**src/rtl/timestamp_capture_pkg.sv**
```systemverilog
// ----------------------------------------------------------------------------
// timestamp_pkg
// Shared constants and helpers for the timestamp capture slice.
//   DROP_W   : width of the saturating dropped-event counter
//   ts_width : width of a captured timestamp word ({epoch, count})
// ----------------------------------------------------------------------------
package timestamp_pkg;

   localparam int DROP_W = 8;

   // Timestamp word is the epoch (wrap count) concatenated above the raw count.
   function automatic int ts_width(input int epoch_w, input int width);
      return epoch_w + width;
   endfunction

endpackage

```
**src/rtl/timestamp_capture_ts_fifo.sv**
```systemverilog
// ----------------------------------------------------------------------------
// ts_fifo
// Synchronous single-clock FIFO holding captured timestamps.
//   clk, rst_n  : clock, asynchronous active-low reset
//   i_push      : write i_wdata (ignored when full unless popping this cycle)
//   i_wdata     : data to write
//   i_pop       : consume head (ignored when empty)
//   o_rdata     : current head, combinational read of the storage
//   o_full      : level == DEPTH
//   o_empty     : level == 0
//   o_level     : registered occupancy, 0..DEPTH
// Read-first: on a simultaneous push and pop at full the write lands in the
// slot the head is leaving; the old head is still presented during that cycle.
// ----------------------------------------------------------------------------
module ts_fifo #(
   parameter int DATA_W = 16,
   parameter int DEPTH  = 4
) (
   input  logic                       clk,
   input  logic                       rst_n,
   input  logic                       i_push,
   input  logic [DATA_W-1:0]          i_wdata,
   input  logic                       i_pop,
   output logic [DATA_W-1:0]          o_rdata,
   output logic                       o_full,
   output logic                       o_empty,
   output logic [$clog2(DEPTH):0]     o_level
);

   localparam int AW = $clog2(DEPTH);
   localparam int LW = AW + 1;

   logic [DATA_W-1:0] r_mem [DEPTH];
   logic [AW-1:0]     r_wptr;
   logic [AW-1:0]     r_rptr;
   logic [LW-1:0]     r_level;

   logic              w_push;
   logic              w_pop;

   assign o_full  = (r_level == LW'(DEPTH));
   assign o_empty = (r_level == '0);
   assign o_level = r_level;
   assign o_rdata = r_mem[r_rptr];

   // Qualified strobes: a pop frees a slot in the same cycle, so a push at
   // full is accepted when paired with a pop.
   assign w_pop  = i_pop & ~o_empty;
   assign w_push = i_push & (~o_full | w_pop);

   // Storage is reset so the head reads as zero after reset.
   always_ff @(posedge clk or negedge rst_n) begin
      if (!rst_n) begin
         for (int i = 0; i < DEPTH; i++) r_mem[i] <= '0;
      end else if (w_push) begin
         r_mem[r_wptr] <= i_wdata;
      end
   end

   // DEPTH is a power of two, so pointers wrap naturally.
   always_ff @(posedge clk or negedge rst_n) begin
      if (!rst_n) begin
         r_wptr <= '0;
         r_rptr <= '0;
      end else begin
         if (w_push) r_wptr <= r_wptr + AW'(1);
         if (w_pop)  r_rptr <= r_rptr + AW'(1);
      end
   end

   always_ff @(posedge clk or negedge rst_n) begin
      if (!rst_n) begin
         r_level <= '0;
      end else begin
         case ({w_push, w_pop})
            2'b10:   r_level <= r_level + LW'(1);
            2'b01:   r_level <= r_level - LW'(1);
            default: r_level <= r_level;
         endcase
      end
   end

endmodule

```
**src/rtl/timestamp_capture.sv**
```systemverilog
// ----------------------------------------------------------------------------
// timestamp_capture
// Extends an upstream free-running counter into a wider timestamp using an
// epoch (wrap) register, and queues {epoch, count} on each rising edge of
// i_event_in for a valid/ready consumer.
//   clk, rst_n      : clock (counter domain), asynchronous active-low reset
//   i_count         : current counter value
//   i_overflow      : counter wrap strobe (count at MAX with enable)
//   i_event_in      : synchronous event line, captured on rising edge
//   i_epoch_clear   : clear epoch (wins over i_overflow)
//   i_stats_clear   : clear o_dropped (wins over a coincident drop)
//   o_ts_valid      : FIFO head valid
//   i_ts_ready      : consumer accepts head
//   o_ts_data       : FIFO head {epoch, count}
//   o_level         : FIFO occupancy
//   o_dropped       : events lost to a full FIFO, saturating
// ----------------------------------------------------------------------------
module timestamp_capture
   import timestamp_pkg::*;
#(
   parameter int WIDTH   = 8,
   parameter int EPOCH_W = 8,
   parameter int DEPTH   = 4
) (
   input  logic                                clk,
   input  logic                                rst_n,
   input  logic [WIDTH-1:0]                    i_count,
   input  logic                                i_overflow,
   input  logic                                i_event_in,
   input  logic                                i_epoch_clear,
   input  logic                                i_stats_clear,
   output logic                                o_ts_valid,
   input  logic                                i_ts_ready,
   output logic [ts_width(EPOCH_W, WIDTH)-1:0] o_ts_data,
   output logic [$clog2(DEPTH):0]              o_level,
   output logic [DROP_W-1:0]                   o_dropped
);

   localparam int TS_W = ts_width(EPOCH_W, WIDTH);

   logic [EPOCH_W-1:0] r_epoch;
   logic               r_event_q;
   logic [DROP_W-1:0]  r_dropped;

   logic               w_edge;
   logic               w_pop;
   logic               w_push;
   logic               w_drop;
   logic               w_full;
   logic               w_empty;
   logic [TS_W-1:0]    w_sample;

   // ---------------------------------------------------------------- epoch
   always_ff @(posedge clk or negedge rst_n) begin
      if (!rst_n)             r_epoch <= '0;
      else if (i_epoch_clear) r_epoch <= '0;
      else if (i_overflow)    r_epoch <= r_epoch + EPOCH_W'(1);
   end

   // ---------------------------------------------------------- edge detect
   // Resets high so a line already asserted when reset releases is not
   // mistaken for a fresh event.
   always_ff @(posedge clk or negedge rst_n) begin
      if (!rst_n) r_event_q <= 1'b1;
      else        r_event_q <= i_event_in;
   end

   assign w_edge = i_event_in & ~r_event_q;

   // Sample uses the pre-update epoch, so the overflow cycle pairs
   // count=MAX with the old epoch and the pair stays monotonic.
   assign w_sample = {r_epoch, i_count};

   // ------------------------------------------------------- push/pop gating
   assign w_pop  = o_ts_valid & i_ts_ready;
   assign w_push = w_edge & (~w_full | w_pop);
   assign w_drop = w_edge & w_full & ~w_pop;

   // ------------------------------------------------------- drop counter
   always_ff @(posedge clk or negedge rst_n) begin
      if (!rst_n)             r_dropped <= '0;
      else if (i_stats_clear) r_dropped <= '0;
      else if (w_drop && (r_dropped != {DROP_W{1'b1}}))
                              r_dropped <= r_dropped + DROP_W'(1);
   end

   assign o_dropped = r_dropped;

   // ---------------------------------------------------------------- FIFO
   ts_fifo #(
      .DATA_W (TS_W),
      .DEPTH  (DEPTH)
   ) u_fifo (
      .clk     (clk),
      .rst_n   (rst_n),
      .i_push  (w_push),
      .i_wdata (w_sample),
      .i_pop   (w_pop),
      .o_rdata (o_ts_data),
      .o_full  (w_full),
      .o_empty (w_empty),
      .o_level (o_level)
   );

   assign o_ts_valid = ~w_empty;

endmodule

```
**config.mk**
```make
export PLATFORM = sky130hd
export DESIGN_NAME = timestamp_capture
export DESIGN_NICKNAME = d
export VERILOG_FILES = /design/src/rtl/timestamp_capture_pkg.sv /design/src/rtl/timestamp_capture_ts_fifo.sv /design/src/rtl/timestamp_capture.sv
export SDC_FILE = /design/constraint.sdc
export NUM_CORES = 1
export LEC_CHECK = 0
export ABC_AREA = 1
export ABC_CLOCK_PERIOD_IN_PS = 4000
export BUFFER_PORTS_ARGS = -buffer_cell sky130_fd_sc_hd__buf_2
export CORE_ASPECT_RATIO = 1.5
export CORE_MARGIN = 2
export CORE_UTILIZATION = 40
export DETAILED_ROUTE_END_ITERATION = 16
export GPL_TIMING_DRIVEN = 0
export MAX_ROUTING_LAYER = met4
export PLACE_DENSITY_LB_ADDON = 0.2
export SYNTH_ARGS = -nofsm -noshare
export SYNTH_HDL_FRONTEND = slang
export SYNTH_SLANG_ARGS = --single-unit
```
**constraint.sdc**
```tcl
create_clock -name clk -period 4 [get_ports clk]
set_clock_uncertainty 0.1 [all_clocks]
set_input_delay 0.2 -clock clk [delete_from_list [all_inputs] [get_ports clk]]
set_output_delay 0.2 -clock clk [all_outputs]
set_load 0.02 [all_outputs]
```
* Yosys cells after proc, flatten, opt, wreduce, memory -nomap -nowiden
Index checks and enable logic that the tools add are counted.
** Word-level totals
- Register bits :: 88
- Input port bits :: 15
- Output and inout port bits :: 28
- Logic and storage cells :: 55
** Operators by class
- Add/subtract/negate cells :: 6
- $lt $le $gt $ge :: 3
- Eq/ne operators :: 4
- Mux-type cells :: 11
- Bitwise logic cells :: 15
- Reduce and logical (&&, ||, !) cells :: 6
** Operators by type and width (number)
- $bwmux W64 :: 1
- $mux W16 :: 3
- $bmux W16 S2 :: 1
- $demux W16 S2 :: 1
- $mux W8 :: 4
- $add A8 B1 Y8 const B :: 2
- $ne A8 B8 Y1 const B :: 1
- $and A1 B1 Y1 :: 7
- $ge A3 B3 Y1 const B :: 2
- $not A2 Y3 :: 2
- $pmux W3 S2 :: 1
- $reduce_bool A2 Y1 :: 3
- $add A2 B1 Y2 const B :: 2
- $not A1 Y1 :: 4
- $add A3 B1 Y3 const B :: 1
- $eq A3 B3 Y1 const B :: 1
- $logic_not A3 Y1 :: 1
- $lt A3 B1 Y1 const B :: 1
- $sub A3 B1 Y3 const B :: 1
- $eq A2 B1 Y1 const B :: 1
- $eq A2 B2 Y1 const B :: 1
- $logic_and A1 B1 Y1 :: 2
- $or A1 B1 Y1 :: 2

* Longest topological paths before layout
Gate-level depths: netlist (run 1).
- Depth in word-level cells :: 8
- Gate-level depth with buffers :: 12
- Depth with buffers taken out :: 10

* By module
A second synthesis (run 1) with hierarchy kept.
** Unflattened totals
- Cell total of the unflattened synthesis :: 557
- Area, all modules :: 4539.4 um^2
** Modules (own cells, without submodules)
- ts_fifo :: times used 1, cells an instance 425, area an instance 3529.6 um^2, seq. area each 1776.7 um^2
- timestamp_capture :: times used 1, cells an instance 132, area an instance 1009.7 um^2, seq. area each 426.7 um^2

* Worst setup path after synthesis (run 1)
Ideal clock, no wire load.
- Path type :: reg2reg
- Start point :: reg u_fifo.r_level[2] (netlist: u_fifo.o_level[2])
- End point :: reg u_fifo.r_level[2] (netlist: u_fifo.o_level[2])
- Setup time :: 0.131 ns
- Arrival time :: 2.061 ns
- Data required time :: 3.769 ns
- Slack :: 1.708 ns
- Cell stages (with the launch flop) :: 13
- Path buffers :: 2
- Clock period less this slack :: 2.292 ns
- Path through :: dfrtp_1 > inv_1 > nor2_1 > nand2_2 > nand2_2 > buf_6 > buf_4 > ha_1 > inv_1 > fa_1 > a21oi_1 > o21ai_0 > xor2_1
** Between the ends
- Cells in the longest elaborated chain, start to end :: 8
- Elaborated cells between the ends (all ways) :: 16
- Those cells by class :: add/sub: 2; eq/ne: 3; mux: 1; bitwise: 8; reduce/logical: 2
** Ends and longest elaborated chain
- from (decl) :: line timestamp_capture_ts_fifo.sv:36 : logic [LW-1:0] r_level;
- from (signal assigned) :: line timestamp_capture_ts_fifo.sv:76 : 2'b10: r_level <= r_level + LW'(1);
- from (signal assigned) :: line timestamp_capture_ts_fifo.sv:77 : 2'b01: r_level <= r_level - LW'(1);
- from (signal assigned) :: line timestamp_capture_ts_fifo.sv:78 : default: r_level <= r_level;
- $logic_not A3 Y1 :: line timestamp_capture_ts_fifo.sv:42 : assign o_empty = (r_level == '0);
- $not A1 Y1 :: line timestamp_capture_ts_fifo.sv:48, timestamp_capture.sv:105
- $and A1 B1 Y1 :: line timestamp_capture.sv:75 : assign w_pop = o_ts_valid & i_ts_ready;
- $or A1 B1 Y1 or $and A1 B1 Y1 (tied branches) :: line timestamp_capture.sv:76, timestamp_capture_ts_fifo.sv:48
- $and A1 B1 Y1 or $or A1 B1 Y1 (tied branches) :: line timestamp_capture.sv:76, timestamp_capture_ts_fifo.sv:49
- $and A1 B1 Y1 :: line timestamp_capture_ts_fifo.sv:49 : assign w_push = i_push & (~o_full | w_pop);
- $eq A2 B1 Y1 or $eq A2 B2 Y1 (tied branches) :: line timestamp_capture_ts_fifo.sv:75 : case ({w_push, w_pop})
- $pmux W3 S2 or $reduce_bool A2 Y1 (tied branches)
Several ways; a longest one is shown, not always the timed one.
A chain may end at the register's enable or synchronous reset.

* Final worst setup path (run 1)
- Start point :: reg u_fifo.r_rptr[1]
- End point :: out o_ts_data[8]
** Between the ends
- Cells in the longest elaborated chain, start to end :: 4
** Ends and longest elaborated chain
- from (decl) :: line timestamp_capture_ts_fifo.sv:35 : logic [AW-1:0] r_rptr;
- from (signal assigned) :: line timestamp_capture_ts_fifo.sv:67 : if (w_pop) r_rptr <= r_rptr + AW'(1);
- $not A2 Y3 (not written as such) :: line timestamp_capture_ts_fifo.sv:44 : assign o_rdata = r_mem[r_rptr];
- $bmux W16 S2 :: line timestamp_capture_ts_fifo.sv:44
- $mux W16 (not written as such) (2 in series) :: line timestamp_capture_ts_fifo.sv:44
- to (decl) :: line timestamp_capture.sv:34 : output logic [ts_width(EPOCH_W, WIDTH)-1:0] o_ts_data,
No other way between the ends. The select of a mux whose other input is x is not followed.

==> results of run 1 <==
## worst max path at each step
| stage | from | endpoint | slack (ps) | cells after the start |
|---|---|---|---|---|
| after floorplan | u_fifo.o_level[2]$_DFFE_PN0P_ | u_fifo.o_level[2]$_DFFE_PN0P_ | 1710 | 12 |
| after global placement | u_fifo.o_level[0]$_DFFE_PN0P_ | u_fifo.o_level[2]$_DFFE_PN0P_ | 1590 | 11 |
| after detailed placement | u_fifo.o_level[0]$_DFFE_PN0P_ | u_fifo.o_level[2]$_DFFE_PN0P_ | 1580 | 11 |
| after CTS | u_fifo.r_rptr[0]$_DFFE_PN0P_ | o_ts_data[8] | 1520 | 6 |
| after global routing | u_fifo.o_level[0]$_DFFE_PN0P_ | u_fifo.o_level[2]$_DFFE_PN0P_ | 1330 | 11 |
| final | u_fifo.r_rptr[1]$_DFFE_PN0P_ | o_ts_data[8] | 1530 | 5 |
## logic make-up (layout without fill, tap and decap cells)
kind of cell,count (synthesis),after routing
flip-flops,88,88
AND/OR/NAND/NOR,247,247
buffers and inverters,62,124
AO/OA/AOI/OAI,125,125
XOR/XNOR,5,5
adder cells (fa/ha/maj),8,8
## per-layer routing
metal,track usage,vias to the layer above,wire [um]
met2,0.377,95,6210
met4,0.0829,0,246
met1,0.236,1870,4630
li1,-,1862,-
met3,0.0352,21,426
met5,-,-,0
## per-stage QoR
step | setup WS (ps) | cell area [sq um] | util | power (uW) | cells
final | 1530 | 5130 | 0.484 | 3890 | 741
after global routing | 1330 | 5130 | 0.484 | 4170 | 741
after CTS | 1520 | 5130 | 0.484 | 3930 | 741
after detailed placement | 1580 | 4760 | 0.450 | 2980 | 722
after global placement | 1590 | 4730 | 0.447 | 2930 | 721
after floorplan | 1710 | 4340 | - | 2430 | 535
## tightest hold or removal path, stage by stage
cell and delay, ps:
buf_2 120, nand2_1 60, nand2_1 50
## cell usage after synthesis
library cell | instances | area, sq um
o21a_1 | 24 | 180
dfrtp_1 | 87 | 2180
a21boi_0 | 1 | 7.51
fa_1 | 1 | 20.0
nor3b_1 | 1 | 7.51
buf_2 | 8 | 40.0
nand3_1 | 26 | 130
nand2_2 | 3 | 18.8
nor2_2 | 3 | 18.8
buf_6 | 3 | 33.8
nand4_1 | 3 | 18.8
inv_1 | 34 | 128
xor2_1 | 4 | 35.0
o22ai_1 | 16 | 100
o21ai_0 | 79 | 395
nor2_1 | 55 | 206
xnor2_1 | 1 | 8.76
clkbuf_1 | 14 | 52.6
nor2_4 | 2 | 22.5
buf_4 | 3 | 22.5
nand2_1 | 151 | 567
dfstp_2 | 1 | 26.3
nor3_1 | 3 | 15.0
ha_1 | 7 | 87.6
a21oi_1 | 5 | 25.0
## registers in the layout (all words and copies together) (netlist names)
signal,cells
u_fifo.r_wptr,2
u_fifo.o_level,3
r_epoch,8
u_fifo.r_rptr,2
o_dropped,8
u_fifo.r_mem,64
r_event_q,1
## report_power, final
group | total [uW] | internal, uW | switching [uW] | leakage [uW]
Clock | 932 | 599 | 333 | 0.000163
Combinational | 1550 | 536 | 1010 | 0.00119
Sequential | 1410 | 1220 | 182 | 0.00110
Total | 3890 | 2360 | 1530 | 0.00246
## layout by cell type (no fill, tap or decap), drive strengths merged
master	synthesis	routed
fa	1	1
buf	14	57
o21a	24	24
clkbuf	14	28
nand4	3	3
ha	7	7
nand3	26	26
nand2	154	154
inv	34	34
dfrtp	87	87
o21ai	79	79
bufinv	0	2
xnor2	1	1
nor2	60	60
nor3b	1	1
xor2	4	4
o22ai	16	16
a21boi	1	1
dlygate4sd3	0	3
a21oi	5	5
nor3	3	3
dfstp	1	1
## cell type report
| cell class | count | area (sq um) | area share |
|---|---|---|---|
| Clock inverter | 2 | 60.1 | 0.0117 |
| Inverter | 34 | 128 | 0.0249 |
| Multi-Input combinational cell | 385 | 1860 | 0.364 |
| Tap cell | 144 | 180 | 0.0351 |
| Clock buffer | 14 | 274 | 0.0534 |
| Sequential cell | 88 | 2200 | 0.430 |
| Timing Repair Buffer | 46 | 270 | 0.0527 |
| Buffer | 28 | 149 | 0.0290 |
==> results.ini, run 1 <==
[route]
routed_via_density=5.19
wl_per_cell_um=15.5
initialDrtViolationCount=218
drc=0
ant_nets=0
wirelength_um=11500
dr.pass1.iters=5
route.vias.total=3848

[yosys]
syn_area_per_cell_sq_um=8.12
synth_seq_cells=88
synthXorXnorAreaFrac=0.0101
synth_cell_type_count=25
synth_warnings=0
yosysSeqAreaShare=0.507
yosys.area_share.simple=0.231
synth_cells=535
synth_top_family_by_area=simple AND/OR/NAND/NOR gates
synth-adder-area-share=0.0248
synth_compound_area_frac=0.163
synth.cell_area_sq_mm=0.00434
muxShareOfSynthArea=0
synth.net_count=558

[critical_path]
path_max_fanout=10
arrival_ps=2170
reg2reg_to=u_fifo.o_level[2]$_DFFE_PN0P_
required_ps=3700
critical_path.slowest_cell=dfrtp_1
max_stage_delay_ps=490
criticalPathCategory=flop to primary output
critPathBufInv=3
reg2reg_from=u_fifo.o_level[0]$_DFFE_PN0P_
crit_chain=inv_1, clkbuf_1, o21ai_0, o22ai_1, buf_2
startpoint_type=flop
reg2reg_depth=11
reg2reg_setup_slack_ps=1550
critPathTopFamily=buffers and inverters
crit_path_end_kind=primary output

[clock_network]
htree_levels=3
cts_resized=0
numClockSinks=88
clockBufferDepth=2
cts_root_buf=clkbuf_16
numCtsBuffers=9
clk_latency_ps=340
cts_tree=yes
hold_buffers=3
clkTransAtPathRegs_ps=60
post_cts.repair.setup_buffers=0

[layout]
nets=615
drive_gt1_frac=0.134
fillers=1084
area_growth_syn_to_layout_pct=18.1
num_antenna_cells=0

[floorplan]
rows=46
die_y_um=132
coreArea_sq_mm=0.0106
ios=43
die_w_um=89.1
dieArea_sq_mm=0.0117
start_util=0.410

[grt]
antenna_found_initial=0
overflow=0
grt_pass1_vias=3892
grt_max_degree=56
grt_use_total=0.215
grt_pass1_wl_um=18800

[min_path]
worstHoldPathCells=3
hp-class=input port to flop
hp-start=i_count[0]
min_to=u_fifo.r_mem[48]$_DFFE_PN0P_

[place]
place.gp.congestion=0.817
portBuffers=42
hpwlAfterDp_um=8070

[timing]
rsz0062_at_grt=no
post-route-min-period_ps=2470
whs_ps=19.6
finalHoldViolCount=0
maxSlewHeadroom=0.557
clock.fmax_mhz=405
finalCritPeriodShare=0.617
setup_tns_ps=0
maxSlewViolCount=0
tightest_slew_ps=665
setup_viol=0

[run]
max_cap_viol_count=0

[power]
power_leakage_uw=0.00246
ir_worst_vdd_v=0.000274
power_density_mw_per_mm2=758

[status]
outcome=finished clean

Note: power is estimated with default switching activity, not from simulation.
==> run 2, diff against run 1 <==
--- a/config.mk
+++ b/config.mk
@@ -5,8 +5,8 @@
 export SDC_FILE = /design/constraint.sdc
 export NUM_CORES = 1
 export LEC_CHECK = 0
-export ABC_AREA = 1
-export ABC_CLOCK_PERIOD_IN_PS = 4000
+export ABC_AREA = 0
+export ABC_CLOCK_PERIOD_IN_PS = 2330
 export BUFFER_PORTS_ARGS = -buffer_cell sky130_fd_sc_hd__buf_2
 export CORE_ASPECT_RATIO = 1.5
 export CORE_MARGIN = 2
==> constraint.sdc (replaced) <==
create_clock -name clk -period 2.33 [get_ports clk]
set_clock_uncertainty 0.1 [all_clocks]
set_input_delay 0.1165 -clock clk [delete_from_list [all_inputs] [get_ports clk]]
set_output_delay 0.1165 -clock clk [all_outputs]
set_load 0.02 [all_outputs]
==> results.ini, run 2 <==
[clock_network]
cts_root_buf=clkbuf_16
numCtsBuffers=9
cts_tree=yes
clkTransAtPathRegs_ps=60
clk_latency_ps=340
htree_levels=3
clockBufferDepth=2
numClockSinks=88

[floorplan]
coreArea_sq_mm=0.0100
rows=45
start_util=0.406
ios=43
die_w_um=86.3
dieArea_sq_mm=0.0110
die_y_um=127

[critical_path]
max_stage_delay_ps=510
path_max_fanout=2
startpoint_type=flop
crit_path_end_kind=flop
criticalPathCategory=flop to flop
crit_chain=and2b_2, nor2b_1, buf_6, inv_1, ha_2, inv_1, fa_1, xor2_1, nor2_1, xor2_1
critPathBufInv=3
required_ps=2490
critPathTopFamily=adder cells
arrival_ps=2410
critical_path.slowest_cell=dfstp_2

[layout]
layout_commonest_cell=dfrtp_1
layout_common_cells=dfrtp_1, mux2_2, buf_2
area_growth_syn_to_layout_pct=20.2
fillers=945
drive_gt1_frac=0.469
largest_reg_flops=64
num_antenna_cells=0
layout.cells.non_filler=456
stdcell_area_sq_mm=0.00489
nets=357
top_register=u_fifo.r_mem

[place]
place.gp.congestion=0.703
hpwlAfterDp_um=5030
portBuffers=39
place_area_sq_mm=0.00444
place_inst=428

[timing]
clock.fmax_mhz=445
tightest_slew_ps=436
setup_tns_ps=0
setup_viol=0
post-route-min-period_ps=2250
maxSlewHeadroom=0.709
maxSlewViolCount=0
finalCritPeriodShare=0.964
finalHoldViolCount=0

[yosys]
synth_top_area_frac=0.536
synth_warnings=0
synth_commonest_cells=dfrtp_1, mux2_2, mux4_2, nor2_1, xor2_1
syn_area_per_cell_sq_um=15.0
synth.net_count=294
synth_cell_type_count=32
synth_edf_count=0
yosysSeqAreaShare=0.542
synthTopCellsByArea=dfrtp_1, mux2_2, mux4_2, ha_1, xor2_1
synth_top_area_cell=dfrtp_1
synth_ff_type=dfrtp_1
synth_most_common_cell=dfrtp_1
synth_seq_cells=88
synth.cell_area_sq_mm=0.00407
async_flop_share=1.00
synth_cells=271

[grt]
grt_use_total=0.158
grt_pass1_wl_um=12800
grt_pass1_vias=2451
overflow=0
top_usage_layer=met2
use_met3=0.0271
met2_usage=0.256
use_met1=0.196
antenna_found_initial=0
grt_max_degree=72

[power]
clockPowerShare=0.272
ir_worst_vdd_v=0.000481
power_leakage_uw=0.00229
p_int_uw=3850
combPwrFrac=0.331
p_seq_frac=0.397
p_sw_frac=0.307
power.switching_uw=1710
power_density_mw_per_mm2=1140

[route]
wirelength_um=7620
wl_per_cell_um=16.7
initialDrtViolationCount=109
drc=0
ant_nets=0
dr.pass1.iters=4
route.vias.total=2371
routed_via_density=5.20

[status]
outcome=finished clean

[min_path]
hp-class=input port to flop

[run]
max_cap_viol_count=0

## run 2: worst paths after layout
| kind | startpoint | endpoint | slack, ps | cells past startpoint |
|---|---|---|---|---|
| min reg2reg | u_fifo.r_mem[4]$_DFFE_PN0P_ | u_fifo.r_mem[4]$_DFFE_PN0P_ | 400 | 1 |
| max in group asynchronous | rst_n | r_epoch[1]$_DFFE_PN0P_ | 1400 | 3 |
| max reg2reg | r_event_q$_DFF_PN1_ | u_fifo.o_level[2]$_DFFE_PN0P_ | 80 | 10 |
| min | i_stats_clear | o_dropped[0]$_DFFE_PN0P_ | 30 | 2 |
| min in group asynchronous | rst_n | o_dropped[1]$_DFFE_PN0P_ | 110 | 2 |
| max | r_event_q$_DFF_PN1_ | u_fifo.o_level[2]$_DFFE_PN0P_ | 80 | 10 |
## run 2: worst register-to-register path, stage by stage (launching register included)
cell and delay [ps]:
dfstp_2 510, and2b_2 210, nor2b_1 150, buf_6 120, inv_1 40, ha_2 170, inv_1 50, fa_1 370
xor2_1 150, nor2_1 140, xor2_1 150
## run 2: area by class of cell
type                       instances  area (sq um)  share of cell area
timing repair buffer              53           348              0.0712
tap                              117           146              0.0300
clock buffer                      14           284              0.0581
multi-input combinational        163          1750               0.358
clock inverter                     2          35.0             0.00717
inverter                           6          22.5             0.00461
sequential                        88          2210               0.451
buffer                            13          96.3              0.0197
## run 2: per-stage QoR
stage                     hold slack (ps)  utilization  power, uW  setup WS, ps
after floorplan                      -279            -       3580          4.08
after global placement                131        0.440       4040         -94.7
after detailed placement            -83.9        0.443       4090          -166
after CTS                            36.9        0.486       5640          9.80
after global routing                 92.2        0.488       5880         -3.82
final                                33.8        0.488       5560          84.2
## run 2: power by group through the flow
stage / clock (uW) / combinational [uW] / sequential (uW)
finish: 1510 / 1840 / 2210
global route: 1610 / 2000 / 2270
CTS: 1550 / 1880 / 2210
detailed placement: 0 / 1890 / 2200
global placement: 0 / 1850 / 2180
floorplan: 0 / 1420 / 2160
## run 2: what timing repair did
| action | in CTS | in global routing |
|---|---|---|
| buffers inserted | 2 | 1 |
| hold buffers | 10 | 0 |
| gates cloned | 0 | 0 |
| endpoints found under the setup margin | 10 | 3 |
| endpoints found under the hold margin | 121 | 0 |
| gates resized for setup | 3 | 2 |
| pin swaps | 1 | 1 |
## run 2: per-layer routing
| layer | up-vias | routed length (um) | part of all wire |
|---|---|---|---|
| li1 | 1103 | - | - |
| met1 | 1230 | 3350 | 0.44 |
| met2 | 27 | 3970 | 0.52 |
| met3 | 11 | 164 | 0.022 |
| met4 | 0 | 133 | 0.017 |
| met5 | - | 0 | 0 |
## run 2: kinds of logic (layout without fill, tap and decap cells)
family,after synthesis,count (layout),synth area share
flip-flops,88,88,0.542
multiplexers,83,83,0.273
AND/OR/NAND/NOR,41,41,0.0696
buffers and inverters,20,88,0.0286
AO/OA/AOI/OAI,17,17,0.0299
XOR/XNOR,14,14,0.0302
adder cells (fa/ha/maj),8,8,0.0265
==> run 3, diff against run 2 <==
--- a/config.mk
+++ b/config.mk
@@ -8,13 +8,13 @@
 export ABC_AREA = 0
 export ABC_CLOCK_PERIOD_IN_PS = 2330
 export BUFFER_PORTS_ARGS = -buffer_cell sky130_fd_sc_hd__buf_2
-export CORE_ASPECT_RATIO = 1.5
 export CORE_MARGIN = 2
 export CORE_UTILIZATION = 40
 export DETAILED_ROUTE_END_ITERATION = 16
 export GPL_TIMING_DRIVEN = 0
 export MAX_ROUTING_LAYER = met4
 export PLACE_DENSITY_LB_ADDON = 0.2
+export RECOVER_POWER = 50
 export SYNTH_ARGS = -nofsm -noshare
 export SYNTH_HDL_FRONTEND = slang
 export SYNTH_SLANG_ARGS = --single-unit
==> results.ini, run 3 (synthesis gave the netlist of run 2 again) <==
[status]
outcome=finished clean

[power]
p_int_uw=3720
power_leakage_uw=0.00220
p_sw_frac=0.312
ir_worst_vdd_v=0.000483
power.switching_uw=1690
clockPowerShare=0.253
p_total_uw=5400
power_density_mw_per_mm2=1120
combPwrFrac=0.343
p_seq_frac=0.404

[route]
wl_per_cell_um=15.9
initialDrtViolationCount=71
wirelength_um=7520
routed_via_density=5.02
ant_nets=0
drc=0
route.vias.total=2369
dr.pass1.iters=4

[timing]
maxSlewHeadroom=0.119
maxSlewViolCount=0
tightest_slew_ps=1320
rsz0062_at_grt=no
clock.fmax_mhz=456
setup_viol=0
finalHoldViolCount=0
post-route-min-period_ps=2190
finalCritPeriodShare=0.941
setup_tns_ps=0
fin_ws_ps=138

[place]
place_inst=444
place_ws_ps=-89.8
portBuffers=39
place.gp.congestion=0.714
hpwlAfterDp_um=4860

[critical_path]
required_ps=2510
path_max_fanout=3
arrival_ps=2380
startpoint_type=flop
crit_path_end_kind=flop
critical_path.slowest_cell=dfstp_2
criticalPathCategory=flop to flop
max_stage_delay_ps=520
crit_chain=and2b_2, nor2b_1, buf_6, inv_1, ha_2, inv_1, fa_2, xor2_1, nor2_1, xor2_1

[floorplan]
start_util=0.414
rows=36
dieArea_sq_mm=0.0110
die_y_um=105
die_w_um=105
ios=43
coreArea_sq_mm=0.00982

[clock_network]
cts_root_buf=clkbuf_8
numCtsBuffers=9
htree_levels=3
clockBufferDepth=2
cts_tree=yes
clkTransAtPathRegs_ps=80
clk_latency_ps=360
numClockSinks=88

[run]
max_cap_viol_count=0

[layout]
nets=357
drive_gt1_frac=0.437
layout_common_cells=dfrtp_1, mux2_2, buf_2
top_register=u_fifo.r_mem
layout.cells.non_filler=472
largest_reg_flops=64
area_growth_syn_to_layout_pct=18.7
num_antenna_cells=0
layout_commonest_cell=dfrtp_1

[grt]
overflow=0
grt_max_degree=66
grt_pass1_wl_um=12600
grt_use_total=0.153
grt_pass1_vias=2484
antenna_found_initial=0

[min_path]
hp-class=input port to flop

## run 3: cell count changes in the layout (fill, tap and decap cells not counted), sizes merged
cell	previous run	this run
buf	51	42
bufinv	1	4
clkbuf	19	23
clkinvlp	0	2
## run 3: worst max-delay path, delay by kind of cell (launching register included)
kind / cells / cell delay [ps]
and+or+nand+nor: 3 / 490
buffers and inverters: 3 / 220
xor gates and xnor gates: 2 / 290
DFF: 1 / 520
adders and majority gates: 2 / 520
## run 3: through the flow
step | utilization | cell area [sq um] | hold slack [ps]
final | 0.491 | 4820 | 19.1
after global routing | 0.491 | 4820 | 11.3
after CTS | 0.494 | 4850 | 5.21
after detailed placement | 0.454 | 4460 | -50.8
after global placement | 0.451 | 4430 | 134
after floorplan | - | 4070 | -279
## run 3: area by class of cell
type	count	area, sq um
fill	906	4990
sequential	88	2200
multi-input combinational	163	1750
timing repair buffer	53	315
tap	133	166
clock inverter	7	144
clock buffer	9	124
buffer	13	97.6
inverter	6	22.5
## run 3: worst paths after layout
kind,from,end,slack [ps],cells past startpoint
worst min register to register,u_fifo.r_mem[0]$_DFFE_PN0P_,u_fifo.r_mem[0]$_DFFE_PN0P_,410,1
worst max register to register,r_event_q$_DFF_PN1_,u_fifo.o_level[2]$_DFFE_PN0P_,140,10
max in group asynchronous,rst_n,u_fifo.r_mem[30]$_DFFE_PN0P_,430,3
worst max-delay path,r_event_q$_DFF_PN1_,u_fifo.o_level[2]$_DFFE_PN0P_,140,10
min in group asynchronous,rst_n,u_fifo.r_mem[34]$_DFFE_PN0P_,480,2
worst min-delay path,i_stats_clear,o_dropped[0]$_DFFE_PN0P_,20,2
## run 3: timing repair
action | in CTS | in global routing
setup endpoints to repair | 10 | 10
setup buffers | 2 | 1
resized for setup | 3 | 4
hold buffers | 10 | 0
pin swaps | 1 | 1
endpoints found under the hold margin | 121 | 0
## run 3: routing by layer
layer	track usage	wire length [um]
met1	0.206	3650
met2	0.229	3520
met3	0.0312	253
met4	0.0571	95
met5	-	0
## run 3: power groups by stage
stage / Combinational [uW] / Sequential (uW) / Clock (uW)
4_1_cts: 1920 / 2160 / 1410
3_3_place_gp: 1840 / 2180 / 0
2_1_floorplan: 1420 / 2160 / 0
5_1_grt: 2010 / 2240 / 1470
6_report: 1850 / 2180 / 1370
3_5_place_dp: 1890 / 2190 / 0
